===== src/rtl/game_draw_ctrl_pkg.sv =====
// Shared constants, state type and LFSR step function for the game draw controller.
package game_draw_ctrl_pkg;

  localparam int unsigned NUM_GAMES = 128;
  localparam int unsigned IDX_W     = 7;

  // Feedback taps for x^7 + x^6 + 1 (bits 6 and 5 of the shift register).
  localparam logic [IDX_W-1:0] LFSR_TAPS = 7'h60;

  typedef enum logic [1:0] {
    StIdle,
    StDraw,
    StCommit,
    StExhausted
  } draw_state_e;

  function automatic logic [IDX_W-1:0] lfsr_step(input logic [IDX_W-1:0] v);
    return {v[IDX_W-2:0], ^(v & LFSR_TAPS)};
  endfunction

endpackage


===== src/rtl/game_draw_ctrl_lfsr7.sv =====
// Free-running 7-bit Fibonacci LFSR; loads SEED on reset and steps every clock.
module game_draw_ctrl_lfsr7
  import game_draw_ctrl_pkg::*;
#(
  parameter logic [IDX_W-1:0] SEED = 7'h5A
) (
  input  logic             clock,
  input  logic             reset_n,
  output logic [IDX_W-1:0] value
);

  logic [IDX_W-1:0] value_q, value_d;

  always_comb begin
    value_d = lfsr_step(value_q);
  end

  always_ff @(posedge clock) begin
    if (!reset_n) begin
      value_q <= SEED;
    end else begin
      value_q <= value_d;
    end
  end

  assign value = value_q;

endmodule


===== src/rtl/game_draw_ctrl.sv =====
// Random game draw controller driving an external free-slot selector.
// Define GAME_DRAW_AUTO_CLEAR_EN to auto-clear the played flags on exhaustion.
module game_draw_ctrl
  import game_draw_ctrl_pkg::*;
#(
  parameter logic [IDX_W-1:0] LFSR_SEED = 7'h5A
) (
  input  logic                 clock,
  input  logic                 reset_n,
  input  logic                 req,
  input  logic                 clear_all,
  output logic [NUM_GAMES-1:0] used_mask,
  output logic [IDX_W-1:0]     rand_start,
  input  logic [IDX_W-1:0]     sel_index,
  input  logic                 sel_valid,
  output logic [IDX_W-1:0]     game_index,
  output logic                 done,
  output logic                 busy,
  output logic                 exhausted
);

  draw_state_e          state_q, state_d;
  logic [NUM_GAMES-1:0] used_mask_q, used_mask_d;
  logic [IDX_W-1:0]     rand_start_q, rand_start_d;
  logic [IDX_W-1:0]     game_index_q, game_index_d;
  logic [IDX_W-1:0]     lfsr_value;

  game_draw_ctrl_lfsr7 #(
    .SEED (LFSR_SEED)
  ) u_lfsr (
    .clock   (clock),
    .reset_n (reset_n),
    .value   (lfsr_value)
  );

  always_comb begin
    state_d      = state_q;
    used_mask_d  = used_mask_q;
    rand_start_d = rand_start_q;
    game_index_d = game_index_q;
    done         = 1'b0;

    // clear_all wins over every in-flight update, including the COMMIT pulse.
    if (clear_all) begin
      state_d     = StIdle;
      used_mask_d = '0;
    end else begin
      unique case (state_q)
        StIdle: begin
          if (req) begin
            rand_start_d = lfsr_value;
            state_d      = StDraw;
          end
        end
        StDraw: begin
          if (sel_valid) begin
            game_index_d           = sel_index;
            used_mask_d[sel_index] = 1'b1;
            state_d                = StCommit;
          end else begin
            state_d = StExhausted;
          end
        end
        StCommit: begin
          done    = 1'b1;
          state_d = StIdle;
        end
        StExhausted: begin
`ifdef GAME_DRAW_AUTO_CLEAR_EN
          used_mask_d  = '0;
          rand_start_d = lfsr_value;
          state_d      = StDraw;
`else
          state_d = StExhausted;
`endif
        end
        default: state_d = StIdle;
      endcase
    end
  end

  always_ff @(posedge clock) begin
    if (!reset_n) begin
      state_q      <= StIdle;
      used_mask_q  <= '0;
      rand_start_q <= '0;
      game_index_q <= '0;
    end else begin
      state_q      <= state_d;
      used_mask_q  <= used_mask_d;
      rand_start_q <= rand_start_d;
      game_index_q <= game_index_d;
    end
  end

  assign used_mask  = used_mask_q;
  assign rand_start = rand_start_q;
  assign game_index = game_index_q;
  assign busy       = (state_q != StIdle);
  assign exhausted  = (state_q == StExhausted);

endmodule


===== config.mk =====
export PLATFORM = sky130hd
export DESIGN_NAME = game_draw_ctrl
export DESIGN_NICKNAME = d
export VERILOG_FILES = /design/src/rtl/game_draw_ctrl_pkg.sv /design/src/rtl/game_draw_ctrl_lfsr7.sv /design/src/rtl/game_draw_ctrl.sv
export SDC_FILE = /design/constraint.sdc
export NUM_CORES = 1
export LEC_CHECK = 0
export CAP_MARGIN = 25
export CORE_MARGIN = 8
export CORE_UTILIZATION = 41
export DETAILED_ROUTE_END_ITERATION = 7
export PLACE_DENSITY = 0.75
export SLEW_MARGIN = 20
export SYNTH_ARGS = -nofsm -noshare
export SYNTH_HDL_FRONTEND = slang
export SYNTH_SLANG_ARGS = --single-unit

===== constraint.sdc =====
create_clock -name clock -period 1.4 [get_ports clock]
set_input_delay 0.21 -clock clock [delete_from_list [all_inputs] [get_ports clock]]
set_output_delay 0.21 -clock clock [all_outputs]
set_load 0.005 [all_outputs]

==> qor.csv <==
stage,metric,value,unit
final_layout,mostFrequentLayoutCells,"143 x dlygate4sd2_1, 138 x dfxtp_1, 93 x nand2_1",
global_route,grt_pass1_wl,24500,microns
sta,hold_viol,0,
yosys,ys_warn_count,0,
power,ir_worst_vdd,0.652,mV
cts,clock-root-buffer,clkbuf_16,
worst_hold_path,min_path_cells,1,
yosys,synth_ff_type,dfxtp_1,
placed_design,gp_congestion,0.781,
global_route,grt_use_met3,7.93,%
placed_design,dp_hpwl,11100,microns
global_route,use_met1,22.5,%
global_route,grt-busiest-layer,met2,
power,p_leak,3.57,nW
sta,setup_viol,19,
critical_path,slowest_stage,or3_4,
global_route,grt_max_degree,65,
critical_path,start_kind,register,
drt,ant_nets,0,
yosys,avgSynthCellArea,9.98,sq um
worst_hold_path,holdCritPathClass,reg -> reg,
floorplanning,row_count,40,
critical_path,worstPathRequired,1.74,ns
drt,wire_per_inst,18.3,microns
critical_path,reg2reg_to,used_mask[70]$_SDFFE_PP0P_,
drt,drcViolationCount,0,
critical_path,r2r-start,state_q[0]$_SDFFE_PP0P_,
floorplanning,start_util,41.6,%
yosys,synth_nets,508,
sta,worstMarginPinSlew,0.398,ns
sta,worst_slack,-0.0381,ns
yosys,synth_cell_types,37,
cts,cts_tree,yes,
critical_path,cp-startpoint,state_q[0]$_SDFFE_PP0P_,
floorplanning,ioPinCount,157,
worst_hold_path,holdPathEnd,u_lfsr.value[1]$_SDFF_PN1_,
drt,via_per_inst,5.17,
drt,wirelength,15700,microns
run,drv_cap,0,
drt,dr.pass1.iters,4,
critical_path,max_stage_delay,0.47,ns
cts,cts_buffer_depth,2,
yosys,syn_area,4950,sq um
critical_path,critPathMaxFanout,6,
sta,relSlewSlack,73.4,%
global_route,grt-ovfl-total,0,
placed_design,placed_area,6980,sq um
sta,min_period_over_period,103,%
critical_path,reg2reg_depth,5,
yosys,seq_area_frac_synth,61.1,%
yosys,yosys_register_bits,151,
sta,finalSetupTns,-0.392,ns
drt,vias,4424,
final_layout,drive_above_1_share,21.6,%
drt,drtIter0Drc,448,
sta,slew_violations,0,
cts,clock_latency,0.41,ns
cts,clk_pin_slew,0.06,ns
critical_path,worstSetupEndpointType,register,
final_layout,final_nets,707,
sta,max_freq,695,MHz
floorplanning,die_w,126,microns
global_route,grt_util_met2,32.1,%
final_layout,stdcell_area,7620,sq um
floorplanning,core-area,11900,sq um
yosys,synth_edf_count,0,
global_route,grtUsageTotal,19.4,%
global_route,antenna_found_initial,0,
floorplanning,die_h,126,microns
floorplanning,die_area,15800,sq um
yosys,synth-async-reset-ratio,0,%
status,violations,negative setup slack,
sta,period_minus_slack,1.44,ns
status,status,"finished, violations left",
critical_path,worstPathCellList,buf_6 -> nand4_1 -> or3_4 -> buf_8 -> o21ai_1,
worst_hold_path,hp-start,u_lfsr.value[0]$_SDFF_PN0_,
cts,cts.sinks,151,
final_layout,area_growth,54.0,%
placed_design,io_buffers,156,
yosys,synthCells,496,
sta,skew,0.00970,ns
critical_path,regToRegSetupSlack,-0.04,ns
final_layout,num_antenna_cells,0,
sta,fin_hold_ws,0.432,ns
global_route,grt_pass1_vias,4432,
critical_path,path_class,reg -> reg,
power,fin_total_pwr,9.17,mW
cts,numCtsBuffers,17,
cts,cts_max_level,4,
power,p_per_area,1200,nW/um^2
critical_path,arrival,1.78,ns
placed_design,dp_slack,-0.467,ns
sta,rsz0062_at_grt,yes,
final_layout,fillers,954,
final_layout,final_common_cell,dlygate4sd2_1,
[worst max path at each step]
stage	endpoint	slack [ns]	cells past startpoint
floorplan	rand_start[3]$_SDFFE_PN0P_	0.002	5
global placement	done	-0.43	4
detailed placement	used_mask[97]$_SDFFE_PP0P_	-0.47	4
CTS	done	-0.04	3
global route	used_mask[86]$_SDFFE_PP0P_	-0.08	5
finish	used_mask[70]$_SDFFE_PP0P_	-0.04	5
[logic make-up after synthesis]
| kind of cell | after synthesis | share of synthesized area (%) |
|---|---|---|
| AND/OR/NAND/NOR | 163 | 16.1 |
| flip-flops | 151 | 61.1 |
| AO/OA/AOI/OAI | 137 | 17.9 |
| buffers and inverters | 37 | 3.31 |
| multiplexers | 7 | 1.42 |
| XOR/XNOR | 1 | 0.177 |
[flip-flops by register name, indices dropped and copies added (netlist names)]
name	cells
state_q	2
game_index	7
rand_start	7
used_mask	128
u_lfsr.value	7
[cell usage after synthesis, types with 3 or more instances]
master | instances | area (sq um)
dfxtp_1 | 151 | 3020
nand2_1 | 99 | 372
o21ai_0 | 81 | 405
a22o_1 | 48 | 420
clkbuf_1 | 20 | 75.1
nor2b_1 | 12 | 75.1
nor2_1 | 9 | 33.8
nand3_1 | 8 | 40.0
mux2i_1 | 7 | 70.1
buf_2 | 6 | 30.0
nand2b_1 | 6 | 37.5
o21ai_2 | 5 | 43.8
inv_1 | 4 | 15.0
and2_1 | 3 | 18.8
nor3_1 | 3 | 15.0
or3_1 | 3 | 18.8
[stage by stage]
step,utilization (%),std cells
floorplan,-,496
global placement,58.6,818
detailed placement,58.6,818
CTS,62.9,853
global route,64.0,855
finish,64.0,855
[layer usage]
metal,wire (microns),share of wire [%],vias up
li1,-,-,2125
met1,6750,43,2134
met2,7450,48,150
met3,1320,8.4,15
met4,148,0.94,0
met5,0,0,-
[area by class of cell]
| cell class | instances | area [sq um] | share of cell area, % |
|---|---|---|---|
| timing repair buffer | 212 | 1850 | 24.3 |
| sequential | 151 | 3040 | 39.9 |
| inverter | 4 | 15.0 | 0.197 |
| tap | 147 | 184 | 2.41 |
| multi-input combinational | 309 | 1950 | 25.6 |
| clock buffer | 19 | 433 | 5.68 |
| clock inverter | 13 | 148 | 1.94 |
[critical path: cells and delay by family (launching register included)]
kind,cells,cell delay [ns]
AOI/OAI and AO/OA,1,0.11
buffers and inverters,2,0.26
DFF,1,0.36
and+or+nand+nor,2,0.63
[power breakdown]
| part | switching [mW] | internal (mW) | leakage (nW) |
|---|---|---|---|
| registers | 0.0173 | 4.33 | 1.23 |
| clock network | 1.82 | 2.65 | 0.271 |
| logic | 0.204 | 0.157 | 2.07 |
[what timing repair did]
item,CTS,global route
cloned,2,1
setup endpoints to repair,215,82
pin swaps,3,10
resized for setup,207,54
hold buffers,0,0
setup buffers,1,1
Power figures use the tool's default switching activity.
